File: config.mk
export PLATFORM = sky130hd
export DESIGN_NAME = gate_chk_sat_cnt
export DESIGN_NICKNAME = d
export VERILOG_FILES = /design/src/rtl/gate_chk_sat_cnt.sv
export SDC_FILE = /design/constraint.sdc
export NUM_CORES = 1
export LEC_CHECK = 0
export CAP_MARGIN = 20
export CORE_AREA = 2 2 39 41
export DETAILED_ROUTE_END_ITERATION = 16
export DIE_AREA = 0 0 41 43
export GPL_TIMING_DRIVEN = 0
export PLACE_DENSITY = 0.36
export SYNTH_ARGS = -nofsm -noshare
export SYNTH_HDL_FRONTEND = slang
export SYNTH_SLANG_ARGS = --single-unit
File: constraint.sdc
create_clock -name clk -period 1.5 [get_ports clk]
set_input_delay 0.225 -clock clk [delete_from_list [all_inputs] [get_ports clk]]
set_output_delay 0.225 -clock clk [all_outputs]
set_load 0.05 [all_outputs]
File: src/rtl/gate_chk_sat_cnt.sv
// Saturating up-counter with synchronous clear; clear wins over increment.
module gate_chk_sat_cnt #(
   parameter int W = 3
) (
   input  logic         clk,
   input  logic         rst_n,
   input  logic         clr,
   input  logic         inc,
   output logic [W-1:0] cnt
);

   localparam logic [W-1:0] CNT_MAX = {W{1'b1}};
   localparam logic [W-1:0] CNT_ONE = W'(1'b1);

   logic [W-1:0] cnt_r;

   // Count register: clear, saturating increment, else hold.
   always_ff @(posedge clk or negedge rst_n) begin
      if (!rst_n) begin
         cnt_r <= {W{1'b0}};
      end else if (clr) begin
         cnt_r <= {W{1'b0}};
      end else if (inc && (cnt_r != CNT_MAX)) begin
         cnt_r <= cnt_r + CNT_ONE;
      end else begin
         cnt_r <= cnt_r;
      end
   end

   assign cnt = cnt_r;

endmodule

## Word-level counts from Yosys, hierarchy flattened

Cells that the tools add are included.

| storage, ports and cells | value |
|---|---|
| register bits | 3 |
| bits in latches | 0 |
| RAM bits | 0 |
| bits in read-only memories | 0 |
| bits of input ports | 4 |
| logic and storage cells | 7 |
| memories kept | 0 |

| operators by class | value |
|---|---|
| add/subtract/negate cells | 1 |
| $mul | 0 |
| divide/modulo/power cells | 0 |
| $lt $le $gt $ge | 0 |
| eq/ne operators | 1 |
| shifts and indexed selects | 0 |
| multiplexer cells | 2 |
| bitwise gates (word level) | 0 |
| reduce and logical (&&, ||, !) cells | 2 |

Operator list:

| kind | number |
|---|---|
| 3-bit 2-to-1 mux | 2 |
| 3-bit by 1-bit adder with 3-bit output, second input constant | 1 |
| 3-bit != test, second input constant | 1 |
| 2-bit nonzero test | 1 |
| 1-bit logical AND | 1 |

## Longest topological paths before layout

Gate-level depths: netlist of the first run.

| depth | value |
|---|---|
| depth in word-level cells | 4 |
| mapped depth | 4 |

## Worst setup path after synthesis of the first run

Ideal clock, no wire load.

| timing path | value |
|---|---|
| path kind | reg2reg |
| start point | register cnt_r[0] (netlist: cnt[0]) |
| end point | register cnt_r[0] (netlist: cnt[0]) |
| data arrival time | 1.490 ns |
| slack | -0.115 ns |
| cell stages (with the launch flop) | 5 |
| buffers on the path | 0 |
| clock period less this slack | 1.615 ns |
| cell sequence | dfrtp_1 -> ha_1 -> ha_1 -> nor2b_4 -> mux2_4 |

| on the way | value |
|---|---|
| word-level cells in the longest chain between the ends | 3 |

RTL lines:

| element | line | RTL |
|---|---|---|
| start, declared | 15 | `logic [W-1:0] cnt_r;` |
| start signal, assigned | 20 | `cnt_r <= {W{1'b0}};` |
| start signal, assigned | 22 | `cnt_r <= {W{1'b0}};` |
| start signal, assigned | 24 | `cnt_r <= cnt_r + CNT_ONE;` |
| 3-bit by 1-bit adder with 3-bit output or 3-bit != test (tied branches) | 24, 23 |  |
| 3-bit 2-to-1 mux or 1-bit logical AND (tied branches) | 23 | `end else if (inc && (cnt_r != CNT_MAX)) begin` |
| 3-bit 2-to-1 mux or 2-bit nonzero test (tied branches) | - |  |

Several ways; a longest one is shown, not always the timed one. The select of a mux whose other input is x is not followed.
A chain may end at the register's enable or synchronous reset.

## Worst setup path after layout of the first run

Same ends and word-level chain as after synthesis.

==> results of run 1 <==
[timing repair]
item | in CTS | in global routing
hold buffers | 0 | 0
gates resized for setup | 3 | 0
setup endpoints to repair | 3 | 0
setup buffers | 0 | 0
[final timing paths]
check,slack [ns],depth (start not counted),end,startpoint
min,0.18,1,cnt[2],rst_n
max,0.10,4,cnt[0],cnt[0]
max reg2reg,0.10,4,cnt[0],cnt[0]
min reg2reg,0.57,2,cnt[1],cnt[1]
min in group clk,0.57,2,cnt[1],cnt[1]
max in group asynchronous,1.16,1,cnt[0],rst_n
[power groups by stage]
stage / registers, mW / logic (mW) / clock network, mW
floorplan: 0.111 / 0.0168 / 0
CTS: 0.0922 / 0.0556 / 0.148
global placement: 0.0941 / 0.0584 / 0
global route: 0.0931 / 0.0599 / 0.157
detailed placement: 0.0933 / 0.0593 / 0
finish: 0.0921 / 0.0550 / 0.138
[layout by cell type, fill, tap and decap left out, drive strengths merged]
master | Yosys | final
o21ai | 2 | 2
nand4bb | 2 | 2
mux2 | 1 | 1
nor2 | 1 | 1
nor2b | 2 | 2
dlygate4sd2 | 0 | 3
clkdlybuf4s50 | 0 | 3
clkbuf | 0 | 4
ha | 2 | 2
nand2b | 2 | 2
dfrtp | 3 | 3
[through the flow]
step                utilization  setup slack, ns  power [mW]  instance area [sq um]
floorplan                     -           0.0104       0.128                    189
global placement          0.194           0.0873       0.152                    269
detailed placement        0.194           0.0916       0.153                    269
CTS                       0.211           0.0969       0.296                    292
global route              0.211           0.0595       0.310                    292
finish                    0.211            0.102       0.286                    292
[routing by layer]
layer | vias to the layer above | track usage
met4 | 0 | 0.0600
met1 | 72 | 0.0777
met3 | 0 | 0.0681
met5 | - | 0
met2 | 7 | 0.0781
li1 | 73 | -
[cell type report]
type                            instances  area share
Multi-Input combinational cell         12       0.382
Timing Repair Buffer                    6       0.193
Sequential cell                         3       0.266
Clock buffer                            4      0.0901
Tap cell                               16      0.0687
[cell families (layout without fill, tap and decap cells)]
| logic type | Yosys count | in the layout |
|---|---|---|
| flip-flops | 3 | 3 |
| AO/OA/AOI/OAI | 2 | 2 |
| buffers and inverters | 0 | 10 |
| AND/OR/NAND/NOR | 7 | 7 |
| multiplexers | 1 | 1 |
| adder cells (fa/ha/maj) | 2 | 2 |
==> impl_metrics.env, run 1 <==
export IMPL_hpwl_um=317
export IMPL_rows=14
export IMPL_p_sw_uw=74.6
export IMPL_met2_length_um=157
export IMPL_vias_per_cell=3.71
export IMPL_crit_fanout=4
export IMPL_core_sq_um=1380
export IMPL_ys_async_sr_fraction=1.00
export IMPL_synth_area_per_cell_sq_um=12.3
export IMPL_cts_buffer_depth=2
export IMPL_status="finished clean"
export IMPL_synth_area_leaders="dfrtp_1 (41%), ha_1 (14%), nand4bb_1 (12%), mux2_4 (8.2%), nor2b_4 (7.5%)"
export IMPL_worstPathRequired_ns=1.61
export IMPL_synth_cell_type_count=9
export IMPL_diodes=0
export IMPL_synth_ff_type="dfrtp_1"
export IMPL_synthAdderAreaFrac=0.136
export IMPL_wl_met1_um=188
export IMPL_wl_um=386
export IMPL_crit_type="register to register"
export IMPL_antenna_found_initial=0
export IMPL_ioPinCount=7
export IMPL_endpoint_kind="register"
export IMPL_vdd_drop_max_uv=239
export IMPL_yosys_warnings=0
export IMPL_switching_share=0.261
export IMPL_start_util=0.133
export IMPL_cap_viol_max_count=0
export IMPL_tns_ns=0
export IMPL_tightest_slew_ns=0.494
export IMPL_nets=32
export IMPL_largest_reg_flops=3
export IMPL_die_x_um=41
export IMPL_cts_sinks=3
export IMPL_h_tree_depth=1
export IMPL_synth_top_area_frac=0.408
export IMPL_drc=0
export IMPL_cts_tree="built"
export IMPL_drive_above_1_share=0.320
export IMPL_power_density_nw_per_um2=979
export IMPL_syn_num_nets=21
export IMPL_hold_path_class="input port to async pin"
export IMPL_fin_skew_ns=0.000632
export IMPL_rsz0062_at_grt="false"
export IMPL_io_buffer_count=6
export IMPL_critPathBufInv=0
export IMPL_fmax_mhz=715
export IMPL_areaGrowthSynthToFinish_pct=58.5
export IMPL_seq_area_sq_um=77.6
export IMPL_cts_buffers=3
export IMPL_seqPwrFrac=0.322
export IMPL_crit_path_start_kind="register"
export IMPL_synth_simple_gate_area_frac=0.320
export IMPL_synth_edf_count=0
export IMPL_grt_pass1_wl_um=759
export IMPL_mappedNetlistArea_sq_um=184
export IMPL_grt_use_total=0.0714
export IMPL_min_period_ns=1.40
export IMPL_p_clk_frac=0.485
export IMPL_dp_cells=37
export IMPL_wl_met3_um=41
export IMPL_synth_xor_area_share=0
export IMPL_die_y_um=43
export IMPL_synth_seq_area_share=0.408
export IMPL_final_antenna_net_count=0
export IMPL_die_area_sq_um=1760
export IMPL_p_comb_frac=0.193
export IMPL_p_leak_nw=0.136
export IMPL_synthCells=15
export IMPL_synth_top_family_by_area="simple AND/OR/NAND/NOR gates"
export IMPL_gp_congestion=0.591
export IMPL_grt_max_degree=7
export IMPL_drt_initial_drc_count=2
export IMPL_grt_pass1_vias=184
export IMPL_fillers=158
export IMPL_hold_slack_ns=0.179
export IMPL_arrival_ns=1.51
export IMPL_crit_chain="ha_2 -> ha_1 -> nor2b_4 -> mux2_4"
export IMPL_critPathTopFamily="adder cells"
export IMPL_report_final_slew_viol_count=0
export IMPL_dr_pass1_iters=3
export IMPL_cpMaxStageDelayCell="dfrtp_2"
export IMPL_clkTransAtPathRegs_ns=0.04
export IMPL_p_int_uw=211
export IMPL_hold_viol=0
export IMPL_clk_latency_ns=0.23
export IMPL_instances_no_fill=41
export IMPL_synth_most_common_cell="dfrtp_1"
export IMPL_synth_common_cells="dfrtp_1 (3), ha_1 (2), nand2b_1 (2), nand4bb_1 (2), o21ai_1 (2)"
export IMPL_overflow=0
export IMPL_dr_total_vias=152
export IMPL_wire_per_inst_um=9.41
export IMPL_multi_input_area_sq_um=111
export IMPL_max_slew_margin=0.672
export IMPL_synth_compound_area_frac=0.0544
export IMPL_synth_largest_area_cell="dfrtp_1"
export IMPL_synth_mux_area_frac=0.0816
export IMPL_min_period_over_period=0.932
export IMPL_top_layer="met3"
export IMPL_ys_ff_latch=3
export IMPL_root_buffer="clkbuf_4"
export IMPL_setup_viol=0
export IMPL_crit_path_max_incr_delay_ns=0.41
(Power assumes the default switching activity.)
==> run 2: changes to the inputs <==
- PLACE_DENSITY: 0.36 -> 0.37
- clock period: 1.5 -> 1.2 ns (I/O delays scaled with it)
==> run 2 against run 1 <==
Largest cell class unchanged. Design area rose by 17%. Fmax rose by 7.7%. The run now ends with setup timing left. Routed wire length rose by 18%. Critical path type unchanged. Count of clock-buffer cells in the layout did not move. Worst setup slack got worse by 0.20 ns. Non-clock buffer count rose by 4.
==> impl_metrics.env, run 2 (synthesis results as in run 1) <==
export IMPL_dr_total_vias=166
export IMPL_finalInstanceArea_sq_um=342
export IMPL_core_sq_um=1380
export IMPL_cpMaxStageDelayCell="dfrtp_2"
export IMPL_vias_per_cell=3.69
export IMPL_instances_no_fill=45
export IMPL_cts_buffer_depth=2
export IMPL_min_period_over_period=1.08
export IMPL_start_util=0.133
export IMPL_setup_viol=3
export IMPL_die_x_um=41
export IMPL_report_final_slew_viol_count=0
export IMPL_diodes=0
export IMPL_hold_slack_ns=0.130
export IMPL_wire_per_inst_um=10.1
export IMPL_fin_skew_ns=0.00135
export IMPL_tightest_slew_ns=0.251
export IMPL_crit_path_max_incr_delay_ns=0.42
export IMPL_placed_area_sq_um=292
export IMPL_cts_buffers=3
export IMPL_rrSetupSlack_ns=-0.1
export IMPL_rows=14
export IMPL_cpMostUsedCell="ha_4"
export IMPL_drt_initial_drc_count=4
export IMPL_cap_viol_max_count=0
export IMPL_postCtsHoldBufs=0
export IMPL_final_cell_mix="buf_4 (5), clkbuf_4 (3), clkdlybuf4s50_1 (3)"
export IMPL_h_tree_depth=1
export IMPL_arrival_ns=1.41
export IMPL_endpoint_kind="register"
export IMPL_fmax_mhz=770
export IMPL_cts_tree="built"
export IMPL_setup_slack_ns=-0.0984
export IMPL_io_buffer_count=6
export IMPL_overflow=0
export IMPL_final_antenna_net_count=0
export IMPL_rsz0062_at_grt="true"
export IMPL_grt_use_total=0.0734
export IMPL_drive_above_1_share=0.552
export IMPL_grt_pass1_vias=181
export IMPL_cts_sinks=3
export IMPL_critPathBufInv=0
export IMPL_crit_chain="ha_4 -> ha_4 -> nor2b_4 -> mux2_4"
export IMPL_crit_type="register to register"
export IMPL_max_slew_margin=0.834
export IMPL_ioPinCount=7
export IMPL_hold_viol=0
export IMPL_crit_fanout=3
export IMPL_hpwl_um=315
export IMPL_min_period_ns=1.30
export IMPL_antenna_found_initial=0
export IMPL_crit_path_start_kind="register"
export IMPL_gp_congestion=0.688
export IMPL_status="finished, violations left"
export IMPL_violations="setup timing"
export IMPL_mostFrequentLayoutCell="buf_4"
export IMPL_p_leak_nw=0.148
export IMPL_dr_pass1_iters=4
export IMPL_die_y_um=43
export IMPL_largest_reg_flops=3
export IMPL_grt_max_degree=7
export IMPL_nets=36
export IMPL_power_density_nw_per_um2=1130
export IMPL_vdd_drop_max_uv=431
export IMPL_areaGrowthSynthToFinish_pct=85.7
export IMPL_grt_pass1_wl_um=779
export IMPL_clk_latency_ns=0.23
export IMPL_worstPathRequired_ns=1.31
export IMPL_wl_um=454
export IMPL_die_area_sq_um=1760
export IMPL_clkTransAtPathRegs_ns=0.04
export IMPL_critPathTopFamily="flip-flops"
export IMPL_root_buffer="clkbuf_4"
export IMPL_hold_path_class="input port to async pin"
export IMPL_drc=0
export IMPL_dp_cells=37
[run 2: cell types whose count changed in the layout (fill, tap and decap cells not counted)]
cell           delta
dlygate4sd2_1     -3
ha_1              -1
buf_2             +1
buf_4             +5
ha_2              -1
ha_4              +2
buf_6             +1
[run 2: metrics by stage]
step / total power [mW] / TNS [ns] / utilization / worst slack [ns]
finish: 0.385 / -0.218 / 0.247 / -0.0984
global route: 0.420 / -0.335 / 0.247 / -0.131
CTS: 0.389 / -0.0937 / 0.235 / -0.0937
detailed placement: 0.197 / -0.693 / 0.211 / -0.213
global placement: 0.197 / -0.704 / 0.211 / -0.205
floorplan: 0.164 / -0.217 / - / -0.217
[run 2: worst paths after layout]
path | start | to | cells after the start
worst max-delay path | cnt[0] | cnt[0] | 4
worst min-delay path | rst_n | cnt[0] | 1
worst max register to register | cnt[0] | cnt[0] | 4
worst min register to register | cnt[2] | cnt[2] | 2
max in group asynchronous | rst_n | cnt[1] | 1
min in group clk | cnt[2] | cnt[2] | 2
[run 2: routing by layer]
metal	vias up	track usage	share of wire
li1	82	-	-
met1	75	0.0806	0.42
met2	9	0.0938	0.44
met3	0	0.0785	0.14
met4	0	0.0200	0
met5	-	0	0
[run 2: layout make-up]
cell class	instances	area, sq um
tap	16	20.0
fill	164	1040
multi-input combinational	12	134
clock buffer	4	26.3
timing repair buffer	10	83.8
sequential	3	77.6
[run 2: timing repair]
action                                  CTS  global route
buffers inserted                          3             1
gates resized for setup                  15             5
endpoints found under the setup margin    4             5
[run 2: report_power, final]
group / internal, mW / switching, mW
Clock: 0.125 / 0.0524
Combinational: 0.0470 / 0.0450
Sequential: 0.109 / 0.00715
==> run 3: changes to the inputs <==
- PLACE_DENSITY: 0.37 -> 0.43
- clock period: 1.2 -> 1.5 ns (I/O delays scaled with it)
==> run 3 against run 2 <==
Via count decreased by 14%. Critical path type unchanged. Critical endpoint unchanged. The flow now finishes without violations. Worst setup slack improved by 0.19 ns. Combinational power decreased by 40%. Core utilization decreased by 3.6 points.
==> impl_metrics.env, run 3 (synthesis results as in run 1) <==
export IMPL_areaGrowthSynthToFinish_pct=58.5
export IMPL_hold_path_class="input port to async pin"
export IMPL_antenna_found_initial=0
export IMPL_crit_path_start_kind="register"
export IMPL_crit_fanout=4
export IMPL_drive_above_1_share=0.320
export IMPL_grt_pass1_vias=172
export IMPL_root_buffer="clkbuf_4"
export IMPL_min_period_ns=1.41
export IMPL_cts_setup_buffers=0
export IMPL_power_density_nw_per_um2=986
export IMPL_endpoint_kind="register"
export IMPL_crit_path_max_incr_delay_ns=0.42
export IMPL_hpwl_um=325
export IMPL_die_y_um=43
export IMPL_cpMaxStageDelayCell="dfrtp_2"
export IMPL_postCtsHoldBufs=0
export IMPL_critPathTopFamily="flip-flops"
export IMPL_diodes=0
export IMPL_vdd_drop_max_uv=158
export IMPL_arrival_ns=1.51
export IMPL_report_final_slew_viol_count=0
export IMPL_clkTransAtPathRegs_ns=0.04
export IMPL_fmax_mhz=711
export IMPL_post_route_util=0.211
export IMPL_hold_slack_ns=0.181
export IMPL_rsz0062_at_grt="false"
export IMPL_instances_no_fill=41
export IMPL_power_total_uw=288
export IMPL_cap_viol_max_count=0
export IMPL_overflow=0
export IMPL_placed_area_sq_um=269
export IMPL_vias_per_cell=3.49
export IMPL_final_cell_mix="clkbuf_4 (3), clkdlybuf4s50_1 (3), dlygate4sd2_1 (3)"
export IMPL_largest_reg_flops=3
export IMPL_hold_viol=0
export IMPL_core_sq_um=1380
export IMPL_rr_worst_depth=4
export IMPL_wire_per_inst_um=9.85
export IMPL_grt_use_total=0.0653
export IMPL_place_ws_ns=0.0827
export IMPL_die_area_sq_um=1760
export IMPL_cts_sinks=3
export IMPL_crit_start="cnt[0]"
export IMPL_drt_initial_drc_count=5
export IMPL_setup_slack_ns=0.0937
export IMPL_tns_ns=0
export IMPL_p_leak_nw=0.136
export IMPL_dp_cells=37
export IMPL_finalInstanceArea_sq_um=292
export IMPL_dr_total_vias=143
export IMPL_rows=14
export IMPL_start_util=0.133
export IMPL_gp_congestion=0.598
export IMPL_tightest_slew_ns=0.490
export IMPL_cts_buffer_depth=2
export IMPL_grt_pass1_wl_um=710
export IMPL_cts_resized=3
export IMPL_worstPathRequired_ns=1.61
export IMPL_setup_viol=0
export IMPL_max_slew_margin=0.675
export IMPL_io_buffer_count=6
export IMPL_critPathBufInv=0
export IMPL_crit_type="register to register"
export IMPL_fin_skew_ns=0.00355
export IMPL_drc=0
export IMPL_crit_chain="ha_2 -> ha_1 -> nor2b_4 -> mux2_4"
export IMPL_ioPinCount=7
export IMPL_nets=32
export IMPL_h_tree_depth=1
export IMPL_critical_path_depth=4
export IMPL_cts_tree="built"
export IMPL_wl_um=404
export IMPL_min_period_over_period=0.938
export IMPL_final_antenna_net_count=0
export IMPL_grt_max_degree=7
export IMPL_dr_pass1_iters=2
export IMPL_die_x_um=41
export IMPL_r2r_start="cnt[0]"
export IMPL_clk_latency_ns=0.23
export IMPL_status="finished clean"
export IMPL_cts_buffers=3
[run 3: cell count changes in the layout (fill, tap and decap cells not counted), sizes merged]
cell,change
buf,-7
dlygate4sd2,+3
[run 3: layer usage]
layer	up-vias	global-route usage	wire, um
met4	0	0.0800	0
met5	-	0	0
met2	7	0.0781	179
li1	73	-	-
met3	0	0.0157	44
met1	63	0.0804	180
[run 3: worst register-to-register path: cells and delay by family (launching register included)]
| family | cells | cell delay [ns] |
|---|---|---|
| fa+ha+maj | 2 | 0.41 |
| simple gates | 1 | 0.15 |
| flops | 1 | 0.42 |
| mux | 1 | 0.30 |
[run 3: final timing paths]
path                          end  slack (ns)
max                        cnt[0]        0.09
min                        cnt[2]        0.18
max reg2reg                cnt[0]        0.09
min reg2reg                cnt[1]        0.57
max in group asynchronous  cnt[0]        1.15
min in group clk           cnt[1]        0.57
[run 3: final cells by class]
type / count / area [sq um]
fillers: 153 / 1090
well taps: 16 / 20.0
clock buffers: 4 / 26.3
repair buffers: 6 / 56.3
flip-flops and latches: 3 / 77.6
multi-input cells: 12 / 111
[run 3: where the power goes]
group | switching, mW | total [mW] | leakage (nW) | internal (mW)
logic | 0.0310 | 0.0556 | 0.0831 | 0.0246
clock network | 0.0394 | 0.139 | 0.0150 | 0.0995
registers | 0.00559 | 0.0930 | 0.0375 | 0.0874
